File: src/rtl/rv32_instruction_buffer.sv
// rv32_instruction_buffer: DEPTH-entry {pc, instruction} FIFO between fetch and decode.
// The head entry is split into RV32 fields. The canonical NOP and pc 0 are shown
// whenever no valid entry is available or a flush is in progress.
// Optional macro RV32_IBUF_BYPASS_EN: on an empty buffer, the incoming fetch word is
// presented to decode in the same cycle, and it skips the FIFO if decode takes it.
module rv32_instruction_buffer #(
    parameter int unsigned DEPTH     = 4,
    parameter logic [31:0] NOP_INSTR = 32'h00000013
) (
    input  logic                     clk_in,
    input  logic                     reset_in,
    input  logic                     flush_in,
    input  logic                     instr_valid_in,
    input  logic [31:0]              instr_in,
    input  logic [31:0]              pc_in,
    output logic                     instr_ready_out,
    output logic                     dec_valid_out,
    input  logic                     dec_ready_in,
    output logic [31:0]              pc_out,
    output logic [6:0]               opcode_out,
    output logic [2:0]               funct3_out,
    output logic [6:0]               funct7_out,
    output logic [4:0]               rs1addr_out,
    output logic [4:0]               rs2addr_out,
    output logic [4:0]               rdaddr_out,
    output logic [11:0]              csr_addr_out,
    output logic [24:0]              instr_31_7_out,
    output logic [$clog2(DEPTH):0]   count_out
);

    localparam int unsigned PTR_W = $clog2(DEPTH);
    localparam int unsigned CNT_W = PTR_W + 1;

    logic [31:0]      instr_mem [DEPTH];
    logic [31:0]      pc_mem    [DEPTH];
    logic [PTR_W-1:0] rd_ptr;
    logic [PTR_W-1:0] wr_ptr;
    logic [CNT_W-1:0] count_q;

    logic             buf_valid;
    logic             bypass_active;
    logic             bypass_take;
    logic             push;
    logic             pop;
    logic             wr_en;
    logic             rd_en;
    logic [31:0]      head_instr;
    logic [31:0]      head_pc;
    logic [31:0]      dec_instr;

    // Handshake qualifiers; flush blocks both sides this cycle
    assign buf_valid       = (count_q != '0) && !flush_in;
    assign instr_ready_out = (count_q != CNT_W'(DEPTH)) && !flush_in;

`ifdef RV32_IBUF_BYPASS_EN
    // Empty buffer forwards the fetch word straight to decode
    assign bypass_active = (count_q == '0) && !flush_in && instr_valid_in;
    assign bypass_take   = bypass_active && dec_ready_in;
`else
    assign bypass_active = 1'b0;
    assign bypass_take   = 1'b0;
`endif

    assign dec_valid_out = buf_valid || bypass_active;
    assign push          = instr_valid_in && instr_ready_out;
    assign pop           = dec_valid_out && dec_ready_in;
    // A bypassed word consumed by decode never touches the FIFO
    assign wr_en         = push && !bypass_take;
    assign rd_en         = pop && !bypass_take;

    // Select the presented word: head entry, bypass word, or NOP
    always_comb begin
        head_instr = instr_mem[rd_ptr];
        head_pc    = pc_mem[rd_ptr];
        if (bypass_active) begin
            head_instr = instr_in;
            head_pc    = pc_in;
        end
        dec_instr = NOP_INSTR;
        pc_out    = '0;
        if (dec_valid_out) begin
            dec_instr = head_instr;
            pc_out    = head_pc;
        end
    end

    // RV32 field split of the presented word
    assign opcode_out     = dec_instr[6:0];
    assign rdaddr_out     = dec_instr[11:7];
    assign funct3_out     = dec_instr[14:12];
    assign rs1addr_out    = dec_instr[19:15];
    assign rs2addr_out    = dec_instr[24:20];
    assign funct7_out     = dec_instr[31:25];
    assign csr_addr_out   = dec_instr[31:20];
    assign instr_31_7_out = dec_instr[31:7];
    assign count_out      = count_q;

    // Storage write at the tail; contents are not cleared by reset or flush
    always_ff @(posedge clk_in) begin
        if (wr_en && !reset_in) begin
            instr_mem[wr_ptr] <= instr_in;
            pc_mem[wr_ptr]    <= pc_in;
        end
    end

    // Pointers and occupancy; reset beats flush, flush beats push/pop
    always_ff @(posedge clk_in) begin
        if (reset_in || flush_in) begin
            rd_ptr  <= '0;
            wr_ptr  <= '0;
            count_q <= '0;
        end else begin
            if (wr_en) begin
                wr_ptr <= wr_ptr + PTR_W'(1);
            end
            if (rd_en) begin
                rd_ptr <= rd_ptr + PTR_W'(1);
            end
            case ({wr_en, rd_en})
                2'b10:   count_q <= count_q + CNT_W'(1);
                2'b01:   count_q <= count_q - CNT_W'(1);
                default: count_q <= count_q;
            endcase
        end
    end

endmodule

File: config.mk
export PLATFORM = sky130hd
export DESIGN_NAME = rv32_instruction_buffer
export DESIGN_NICKNAME = d
export VERILOG_FILES = /design/src/rtl/rv32_instruction_buffer.sv
export SDC_FILE = /design/constraint.sdc
export NUM_CORES = 1
export LEC_CHECK = 0
export BUFFER_PORTS_ARGS = -buffer_cell sky130_fd_sc_hd__buf_2
export CAP_MARGIN = 15
export CORE_ASPECT_RATIO = 0.8
export CORE_MARGIN = 2
export CORE_UTILIZATION = 30
export DETAILED_ROUTE_END_ITERATION = 10
export PLACE_DENSITY = 0.57
export SLEW_MARGIN = 20
export SYNTH_ARGS = -nofsm -noshare
export SYNTH_HDL_FRONTEND = slang
export SYNTH_SLANG_ARGS = --single-unit
File: constraint.sdc
create_clock -name clk_in -period 8.7 [get_ports clk_in]
set_clock_uncertainty 0.15 [all_clocks]
set_input_delay 1.305 -clock clk_in [delete_from_list [all_inputs] [get_ports clk_in]]
set_output_delay 1.305 -clock clk_in [all_outputs]
set_load 0.03 [all_outputs]
# After elaboration in Yosys (flattened, before gate mapping)
# Memory sizes are Yosys's and may differ from the RTL's. A register that Yosys moved wholly into a read port is not among the register bits.
# Index checks and enable logic that the tools add are counted.
dict set report classes {
  addsub 4
  n_eq_ne 3
  n_mux 9
  n_reduce_logical 10
}
# op n
set op_table {}
lappend op_table {{$mux 32} 2}
lappend op_table {{$mux 2} 4}
lappend op_table {{$pmux 3 s2} 1}
lappend op_table {{$logic_and 1x1->1} 5}
lappend op_table {{$add 2x1->2 const B} 2}
lappend op_table {{$add 3x1->3 const B} 1}
lappend op_table {{$ne 3x3->1 const B} 1}
lappend op_table {{$reduce_bool 3->1} 1}
lappend op_table {{$sub 3x1->3 const B} 1}
lappend op_table {{$eq 2x1->1 const B} 1}
lappend op_table {{$eq 2x2->1 const B} 1}
lappend op_table {{$logic_not 1->1} 2}
lappend op_table {{$mux 1} 2}
lappend op_table {{$reduce_bool 2->1} 1}
lappend op_table {{$logic_or 1x1->1} 1}
dict set report word_totals {
  ff_bits 7
  mem_bits_rw 256
  input_bits 69
  elab_cells 31
  memories 2
}
# name depth width read_ports rd_clocked_by_memory_dff write_ports line_no
set mem_list {}
lappend mem_list {instr_mem 4 32 1 1 1 34} ;# logic [31:0] instr_mem [DEPTH];
lappend mem_list {pc_mem 4 32 1 1 1 35} ;# logic [31:0] pc_mem [DEPTH];

# Logic depth before layout (Yosys ltp)
# Gate-level depths: netlist (run 1).
dict set report depth {
  word_depth 6
  mapped_depth 9
  ltp_nobuf 9
}

# Worst setup path after synthesis (run 1)
# Ideal clock, no wire load.
dict set report synth_timing {
  path_kind {input port to flip-flop}
  startpoint {input flush_in}
  endpoint {memory instr_mem[1][0] (enable)}
  setup_ns 0.578
  arrival_time_ns 6.503
  setup_slack_ns 1.468
  stages 3
  n_path_buf 1
  cell_sequence {clkbuf_1 -> nand3b_2 -> nor3b_1}
}
dict set report synth_between {
  elab_chain_len 6
}
# element line_no
set synth_lines {}
lappend synth_lines {{from (decl)} 12} ;# input logic flush_in,
lappend synth_lines {{$logic_not 1->1} 53} ;# assign instr_ready_out = (count_q != CNT_W'(DEPTH)) && !flush_in;
lappend synth_lines {{$logic_and 1x1->1} 53}
lappend synth_lines {{$logic_and 1x1->1} 65} ;# assign push = instr_valid_in && instr_ready_out;
lappend synth_lines {{$logic_and 1x1->1} 100} ;# if (wr_en && !reset_in) begin
lappend synth_lines {{$mux 1} 100}
lappend synth_lines {{$mux 1 (not written as such)} 101} ;# instr_mem[wr_ptr] <= instr_in;
lappend synth_lines {{to (decl)} 34}
# No other way between the ends.

==> run summary, run 1 <==
Status: finished, final reports clean
Final Hold Viols: 0
Drt wl/cell: 17.78 um
Largest net degree at the start of global routing: 63
Area growth syn-to-layout: 19.13%
Initial Util: 30.28%
CTS tree: yes
Max Slew Vio Count: 0
Worst endpoint required time: 7.24 ns
First-pass GRT wire length: 29810 um
Via density per instance: 4.337
I/O Buffers: 174
Worst EP arrival: 3.18 ns
Ys flop type: edfxtp_1
Critical path class: reg -> out
Chip width: 212.8 um
Peak VDD IR: 0.1266 mV
Register-to-Register Setup Slack: 6.07 ns
Fill cells: 3216
RePlAce Congestion: 0.6790
Avg Cell Area, Syn: 20.98 sq um
Total leakage power: 4.326 nW
I/O Pins: 175
Routed WL: 20390 um
Initial antenna violation count: 4
RSZ-0062 raised after global routing: no
CP Capture Type: output port
Net Count, Synth: 574
Cell Count, Final, Fillers Out: 1147
Ys Warns: 0
Dpl hpwl: 11800 um
CTS Sinks: 265
Power consumption: 2.623 mW
Slew @ Worst Pin: 0.9576 ns
TritonCTS buffer count: 27
Hold_buf cts: 0
Register area share after synthesis: 75.16%
Final min period: 4.637 ns
Endpoints failing setup: 0
Worst-path cell chain: buf_4 > mux4_2 > or3_1 > buf_2
Initial DRC Count: 235
H-tree depth: 1
Final net count: 729
Slowest cell on crit path: buf_4
Synth Register Bits: 265
Synthesized area: 10470 sq um
Row count: 61
DIE HEIGHT: 171.1 um
MaxCap Viol Count: 0
DRT antenna net count: 0
Clk slew on worst S/H paths: 0.06 ns
Async S/R FF share, synth: 0%
Peak fanout along the critical path: 40
DRC: 0
Clock Latency Late Sink: 0.53 ns
Max Freq: 0.2156 GHz
Vias in the first global route: 4932
Root Driver: clkbuf_16
Setup Fix Bufs, Post-CTS: 0
Detailed Routing Iterations Pass 1: 4
Setup TNS: 0 ns
Distinct cells, synth: 30
PD cells: 210.3 nW/um^2
Mapped Cells: 499
Slew Limit Headroom: 36.16%
Vias: 4974
# placed instances: 1097
CP peak stage delay: 0.80 ns
Placeable Area: 34570 sq um
Layout cell share with drive strength beyond 1: 44.07%
Post-CTS sizing: 0
Die ar.: 36410 sq um
Total GRT Usage: 11.00%
Post-synth EDFFs: 256
HP Class: reg -> reg
Total global routing overflow: 0
Final period util: 53.30%
Startpoint Class: register
Clock buffer depth: 3
## report_power, final
part           switching [mW]  total (mW)  leakage [nW]  internal, mW
logic                  0.0568      0.0891          1.53        0.0323
registers             0.00338        1.41          2.39          1.41
clock network           0.460        1.12         0.414         0.660
total                   0.521        2.62          4.33          2.10
## critical path: cells and delay by family (launching register included)
| kind | cells | cell delay, ns |
|---|---|---|
| buffers and inverters | 2 | 0.99 |
| flip-flops | 1 | 0.70 |
| multiplexers | 1 | 0.62 |
| AND/OR/NAND/NOR | 1 | 0.32 |
## area by class of cell
type / count / area (sq um) / share of cell area, %
tap: 472 / 590.6 / 4.736
multi-input combinational: 169 / 2170 / 17.40
timing repair buffer: 184 / 945.9 / 7.586
clock buffer: 34 / 701.9 / 5.629
clock inverter: 15 / 157.7 / 1.264
sequential: 265 / 7875 / 63.15
antenna: 1 / 2.502 / 0.02007
inverter: 7 / 26.28 / 0.2107
## per-layer routing
metal | track usage [%] | part of all wire, % | vias to the layer above
li1 | - | - | 2253
met1 | 14.77 | 45 | 2544
met2 | 17.65 | 47 | 136
met3 | 3.120 | 6.0 | 39
met4 | 2.767 | 2.3 | 2
met5 | 0 | 0.064 | -
## sequential cells by signal, summed over array words and instances, names as in the netlist, named ones only
register / flops
count_out: 3
instr_mem: 128
pc_mem: 128
rd_ptr: 2
wr_ptr: 2
## cell usage after synthesis (all sizes together) (3+ instances only)
| library cell | n | area [sq um] |
|---|---|---|
| and2 | 61 | 381.6 |
| mux4 | 64 | 1441 |
| dfxtp | 9 | 180.2 |
| edfxtp | 256 | 7687 |
| or3 | 6 | 37.54 |
| nor2 | 5 | 18.77 |
| nor3b | 4 | 30.03 |
| clkbuf | 3 | 12.51 |
| a21oi | 3 | 15.01 |
| nand2 | 4 | 15.01 |
| buf | 55 | 411.7 |
| inv | 7 | 26.27 |
| ha | 5 | 62.56 |
## final timing paths
path	from	end	depth (start not counted)
setup / recovery	register	opcode_out[0]	4
hold / removal	rd_ptr[1]$_SDFFE_PP0P_	register	2
setup reg to reg	count_out[2]$_SDFFE_PP0P_	count_out[2]$_SDFFE_PP0P_	8
hold reg to reg	rd_ptr[1]$_SDFFE_PP0P_	register	2
## layout by cell type, fill, tap and decap left out, drive strengths merged, types with 2 or more instances in the layout
cell type and instances:
edfxtp 256, buf 184, mux4 64, and2 61, clkbuf 34, clkinv 10
dfxtp 9, inv 7, or3 6, nor2 5, ha 5, nor3b 4
nand2 4, a21oi 3, bufinv 3, xor2 2, o31ai 2, mux2i 2
o21ai 2, clkinvlp 2, or2 2, nand3b 2
## metrics by stage
step           worst slack, ns  utilization (%)  hold slack, ns  area, sq um
2_1_floorplan            1.468                -          0.3043        10470
3_3_place_gp             4.216            33.57          0.3077        11610
3_5_place_dp             4.168            33.57          0.3276        11610
4_1_cts                  3.873            36.06          0.3382        12470
5_1_grt                  3.721            36.06          0.3699        12470
6_report                 4.063            36.07          0.3367        12470
## kinds of logic after synthesis
group                    after synthesis  synth area share [%]
adder cells (fa/ha/maj)                6                0.7889
XOR/XNOR                               2                0.1674
AND/OR/NAND/NOR                       87                 5.152
multiplexers                          66                 13.96
buffers and inverters                 65                 4.303
AO/OA/AOI/OAI                          8                0.4661
flip-flops                           265                 75.16
No activity file was read; power rests on OpenSTA's default activity.
==> run 2, diff against run 1 <==
==> constraint.sdc (replaced) <==
create_clock -name clk_in -period 4.55 [get_ports clk_in]
set_clock_uncertainty 0.15 [all_clocks]
set_input_delay 0.6825 -clock clk_in [delete_from_list [all_inputs] [get_ports clk_in]]
set_output_delay 0.6825 -clock clk_in [all_outputs]
set_load 0.03 [all_outputs]
==> run 2 against run 1 <==
  * Worst setup slack worse by 3.0 ns
  * Clock power up 120%
  * Final cell count up 0.52%
  * Routed wire length down 0.34%
  * Global-route usage up 0.19 points
  * Register-to-register slack worse by 4.1 ns
  * First-iteration DRC count up 16%
  * Sequential share of layout area down 0.99 points
  * Via count up 0.62%
  * Power up 100%
  * Die area unchanged
  * Count of clock-buffer cells in the layout down 5
  * Largest power group unchanged
==> run summary, run 2 (synthesized netlist as in run 1, its figures left out) <==
Clk slew on worst S/H paths: 0.06 ns (about the same)
# placed instances: 1099 (+0.18%)
Commonest non-fill, non-tap cells in the layout: edfxtp_1, buf_2, mux4_2
Placeable Area: 34570 sq um (unchanged)
I/O Buffers: 174 (unchanged)
Final net count: 733 (+0.55%)
Post-CTS sizing: 0 (unchanged)
Final min period: 3.499 ns
Drt wl/cell: 17.62 um (-0.86%)
Area growth syn-to-layout: 21.01%
Setup Fix Bufs, Post-CTS: 0 (unchanged)
I/O Pins: 175 (unchanged)
R2R Path End: count_out[2]$_SDFFE_PP0P_
Clock Latency Late Sink: 0.55 ns (+0.02 ns)
Slew @ Worst Pin: 0.8947 ns (-0.06288 ns)
Die ar.: 36410 sq um (unchanged)
H-tree depth: 1 (unchanged)
HP Class: in -> reg
CP Capture Type: output port
Power consumption: 5.348 mW (+100%)
Worst EP arrival: 2.67 ns (-0.51 ns)
RePlAce Congestion: 0.7075 (+4.2%)
Max Freq: 0.2858 GHz
Total GRT Usage: 11.19% (+0.19 points)
Vias: 5005 (+0.62%)
R2R cell count: 8 (unchanged)
CTS Sinks: 265 (unchanged)
Peak VDD IR: 0.3056 mV (+140%)
Cell Count, Final, Fillers Out: 1153 (+0.52%)
RSZ-0062 raised after global routing: no
Via density per instance: 4.341 (about the same)
TritonCTS buffer count: 29 (+7.4%)
First-pass GRT wire length: 30520 um (+2.4%)
Chip width: 212.8 um (unchanged)
Crit path to: pc_out[19]
Cell depth of the worst hold path: 1 (-1)
Status: finished, final reports clean
Fill cells: 3252 (+1.1%)
Endpoints failing setup: 0 (unchanged)
Root Driver: clkbuf_16
Initial DRC Count: 272 (+16%)
MaxCap Viol Count: 0 (unchanged)
Max Slew Vio Count: 0 (unchanged)
DIE HEIGHT: 171.1 um (unchanged)
Worst endpoint required time: 3.72 ns (-3.52 ns)
Largest net degree at the start of global routing: 53 (-16%)
Row count: 61 (unchanged)
Critical path class: reg -> out
Initial antenna violation count: 2 (-2)
Layout cell share with drive strength beyond 1: 45.59% (+1.5 points)
Most common cell after layout, fill and taps aside: edfxtp_1
Peak fanout along the critical path: 31 (-23%)
Routed WL: 20320 um (-0.34%)
Total leakage power: 4.428 nW (+2.4%)
R2r startpoint: count_out[2]$_SDFFE_PP0P_
DRC: 0 (unchanged)
Clock buffer depth: 3 (unchanged)
Total global routing overflow: 0 (unchanged)
Final Hold Viols: 0 (unchanged)
DRT antenna net count: 0 (unchanged)
Hold_buf cts: 0 (unchanged)
Initial Util: 30.28% (unchanged)
Detailed Routing Iterations Pass 1: 4 (unchanged)
Register-to-Register Setup Slack: 1.97 ns (-4.10 ns)
Startpoint Class: register
PD cells: 422.2 nW/um^2 (+100%)
Dpl hpwl: 11950 um (+1.3%)
Vias in the first global route: 5002 (+1.4%)
Final period util: 76.90%
CTS tree: yes
Slew Limit Headroom: 40.35% (+4.2 points)
run 2: cell types whose count changed in the layout (fill, tap and decap cells not counted):
| cell | before | now |
|---|---|---|
| clkbuf_1 | 7 | 0 |
| bufinv_16 | 3 | 6 |
| clkinv_2 | 4 | 7 |
| buf_12 | 0 | 2 |
| clkbuf_16 | 27 | 29 |
| inv_6 | 0 | 2 |
| inv_8 | 0 | 1 |
run 2: worst min-delay path by stage:
stage	from	end	slack, ns
6_report	instr_in[23]	instr_mem[0][23]$_DFFE_PP_	0.20
5_1_grt	instr_in[13]	instr_mem[1][13]$_DFFE_PP_	0.17
4_1_cts	instr_in[23]	instr_mem[0][23]$_DFFE_PP_	0.16
3_5_place_dp	rd_ptr[1]$_SDFFE_PP0P_	register	0.33
3_3_place_gp	rd_ptr[1]$_SDFFE_PP0P_	register	0.31
2_1_floorplan	rd_ptr[1]$_SDFFE_PP0P_	register	0.30
run 2: power by group:
| part | internal (mW) | switching (mW) | total (mW) |
|---|---|---|---|
| Combinational | 0.0622 | 0.108 | 0.170 |
| Clock | 1.51 | 0.965 | 2.47 |
| Sequential | 2.70 | 0.00659 | 2.70 |
| Total | 4.27 | 1.08 | 5.35 |
run 2: per-layer routing:
metal	GRT usage, %	part of all wire, %
met5	0	0
met1	15.39	46
met3	3.139	5.6
met2	17.50	46
met4	2.888	2.5
run 2: stage by stage:
| step | setup WS (ns) | setup TNS (ns) | cell area, sq um | util, % | hold slack [ns] |
|---|---|---|---|---|---|
| 6_report | 1.051 | 0 | 12670 | 36.64 | 0.1992 |
| 5_1_grt | 0.8013 | 0 | 12660 | 36.63 | 0.1684 |
| 4_1_cts | 0.9172 | 0 | 12660 | 36.63 | 0.1564 |
| 3_5_place_dp | 1.299 | 0 | 11650 | 33.69 | 0.3325 |
| 3_3_place_gp | 1.330 | 0 | 11650 | 33.69 | 0.3086 |
| 2_1_floorplan | -2.059 | -525.89 | 10470 | - | 0.3043 |
run 2: critical path, stage by stage (launching register included):
cell     delay (ns)
dfxtp_4        0.81
buf_4          0.39
mux4_2         0.54
and2_1         0.19
buf_2          0.18
run 2: area by class of cell:
cell class	count	area [sq um]	area share, %
sequential	265	7875	62.17
timing repair buffer	186	985.9	7.784
clock inverter	24	291.5	2.301
inverter	7	26.28	0.2074
tap	472	590.6	4.662
multi-input combinational	169	2170	17.13
antenna	1	2.502	0.01976
clock buffer	29	725.7	5.729
==> run 3, diff against run 2 <==
--- a/config.mk
+++ b/config.mk
@@ -11,7 +11,7 @@
 export CORE_MARGIN = 2
 export CORE_UTILIZATION = 30
 export DETAILED_ROUTE_END_ITERATION = 10
-export PLACE_DENSITY = 0.57
+export PLACE_DENSITY = 0.59
 export SLEW_MARGIN = 20
 export SYNTH_ARGS = -nofsm -noshare
 export SYNTH_HDL_FRONTEND = slang
==> constraint.sdc (replaced) <==
create_clock -name clk_in -period 2.9 [get_ports clk_in]
set_clock_uncertainty 0.15 [all_clocks]
set_input_delay 0.435 -clock clk_in [delete_from_list [all_inputs] [get_ports clk_in]]
set_output_delay 0.435 -clock clk_in [all_outputs]
set_load 0.03 [all_outputs]
==> run 3 against run 2 <==
  * Clock power increased by 34%
  * Final area grew 5.1%
  * Non-clock buffer count is 67 higher
==> run summary, run 3 (synthesized netlist as in run 1, its figures left out) <==
Slew Limit Headroom: 64.93% (+25 points)
Chip width: 212.8 um (unchanged)
Count of buffer and inverter cells on the critical path: 2 (unchanged)
Net Sw Frac: 19.76% (-0.42 points)
Total global routing overflow: 0 (unchanged)
Status: finished, final reports clean
RePlAce Congestion: 0.6652 (-6.0%)
Startpoint Class: register
Slew @ Worst Pin: 0.5261 ns (-0.3687 ns)
Drt wl/cell: 17.35 um (-1.5%)
Initial DRC Count: 225 (-17%)
Worst EP arrival: 2.22 ns (-0.45 ns)
Final period util: 96.77%
Critical path class: reg -> out
Antenna diode count: 0 (-1)
R2r startpoint: count_out[2]$_SDFFE_PP0P_
Vias: 5247 (+4.8%)
Die ar.: 36410 sq um (unchanged)
Clock Latency Late Sink: 0.53 ns (-0.02 ns)
Most common cell after layout, fill and taps aside: edfxtp_1
CTS Sinks: 265 (unchanged)
Max Slew Vio Count: 0 (unchanged)
Register share of total power: 53.6% (+3.1 points)
Via density per instance: 4.315 (-0.60%)
Peak VDD IR: 0.5321 mV (+74%)
Final min period: 2.806 ns
Dpl hpwl: 11850 um (-0.82%)
RSZ-0062 raised after global routing: yes
R2R Path End: count_out[2]$_SDFFE_PP0P_
R2R cell count: 8 (unchanged)
Initial Util: 30.28% (unchanged)
H-tree depth: 1 (unchanged)
Logic pwr share: 4.4% (+1.2 points)
CP peak stage delay: 0.54 ns (-0.27 ns)
Setup TNS: 0 ns (unchanged)
Vias in the first global route: 5451 (+9.0%)
I/O Buffers: 174 (unchanged)
Worst-path cell chain: buf_16 > mux4_2 > or3_1 > buf_2
Commonest non-fill, non-tap cells in the layout: edfxtp_1, buf_2, mux4_2, dlygate4sd3_1, and2_1
Total leakage power: 4.674 nW (+5.5%)
DRC: 0 (unchanged)
Peak fanout along the critical path: 15 (-52%)
Hold Path Sink: rd_ptr[0]$_SDFFE_PP0P_
I/O Pins: 175 (unchanged)
Clk pwr share: 42.0% (-4.3 points)
TritonCTS buffer count: 27 (-6.9%)
Max Freq: 0.3564 GHz
Worst endpoint required time: 2.32 ns (-1.40 ns)
Row count: 61 (unchanged)
CTS tree: yes
Detailed Routing Iterations Pass 1: 4 (unchanged)
CP Capture Type: output port
Final Hold Viols: 0 (unchanged)
HP Class: in -> reg
Crit path max-delay family: multiplexers
Fin worst setup slack: 0.09379 ns (-0.9575 ns)
Area growth syn-to-layout: 27.15%
First-pass GRT wire length: 31660 um (+3.8%)
Slowest cell on crit path: mux4_2
Net Sw Power: 1.563 mW (+45%)
Min-delay src: dec_ready_in
Initial antenna violation count: 0 (-2)
Placeable Area: 34570 sq um (unchanged)
Cell depth of the worst hold path: 3 (+2)
Clk slew on worst S/H paths: 0.06 ns (about the same)
Clock buffer depth: 3 (unchanged)
Final net count: 798 (+8.9%)
Post-layout util: 38.49% (+1.9 points)
DRT antenna net count: 0 (unchanged)
Endpoints failing setup: 0 (unchanged)
Post-place setup slack: 0.3891 ns (-0.9098 ns)
Register-to-Register Setup Slack: 0.37 ns (-1.60 ns)
Total GRT Usage: 11.34% (+0.15 points)
Routed WL: 21100 um (+3.9%)
PD cells: 594.3 nW/um^2 (+41%)
P_int: 6.347 mW (+49%)
Layout cell share with drive strength beyond 1: 40.59% (-5.0 points)
MaxCap Viol Count: 0 (unchanged)
Largest net degree at the start of global routing: 65 (+23%)
DIE HEIGHT: 171.1 um (unchanged)
Root Driver: clkbuf_16
[run 3: final cells by class]
cell class	instances	area [sq um]
Clock buffer	42	752.0
Clock inverter	8	93.84
Fill cell	3146	21270
Inverter	7	26.28
Multi-Input combinational cell	169	2203
Sequential cell	265	7879
Tap cell	472	590.6
Timing Repair Buffer	253	1764
[run 3: timing repair]
| item | in CTS | in global routing |
|---|---|---|
| gates resized for setup | 1 | 2 |
| endpoints found under the hold margin | 256 | 0 |
| endpoints found under the setup margin | 6 | 12 |
| hold buffers | 64 | 0 |
| cloned | 0 | 1 |
| buffers inserted | 0 | 1 |
[run 3: tightest hold or removal path, delay by kind of cell]
| family | cells | cell delay (ns) |
|---|---|---|
| compound gates | 1 | 0.09 |
| buf+inv | 2 | 0.21 |
[run 3: metrics by stage]
| step | instances | hold WS (ns) | instance area, sq um | power [mW] |
|---|---|---|---|---|
| global route | 1216 | 0.1032 | 13310 | 8.204 |
| finish | 1216 | 0.1017 | 13310 | 7.910 |
| global placement | 1100 | 0.3098 | 11770 | 4.600 |
| detailed placement | 1100 | 0.3157 | 11770 | 4.604 |
| CTS | 1214 | 0.07327 | 13260 | 8.038 |
| floorplan | 499 | 0.3043 | 10540 | 4.479 |
[run 3: worst max-delay path by stage]
stage | from | cells past startpoint | to | slack [ns]
2_1_floorplan | flush_in | 3 | instr_mem[2][0]$_DFFE_PP_ | -0.18
3_3_place_gp | count_out[2]$_SDFFE_PP0P_ | 8 | count_out[2]$_SDFFE_PP0P_ | 0.40
3_5_place_dp | count_out[2]$_SDFFE_PP0P_ | 8 | count_out[2]$_SDFFE_PP0P_ | 0.39
4_1_cts | register | 4 | opcode_out[0] | 0.002
5_1_grt | register | 4 | opcode_out[0] | -0.03
6_report | register | 4 | opcode_out[0] | 0.09
[run 3: layer usage]
metal | track usage [%] | share of wire [%] | vias to the layer above
met4 | 2.554 | 1.9 | 0
met3 | 3.304 | 5.9 | 28
met5 | 0 | 0 | -
met2 | 19.05 | 48 | 153
li1 | - | - | 2402
met1 | 14.54 | 45 | 2664
[run 3: power groups by stage]
stage                     Clock [mW]  Sequential (mW)  Combinational, mW
after floorplan                    0             4.33              0.154
after global placement             0             4.32              0.280
after detailed placement           0             4.32              0.282
after CTS                       3.45             4.24              0.352
after global routing            3.58             4.24              0.381
final                           3.32             4.24              0.348
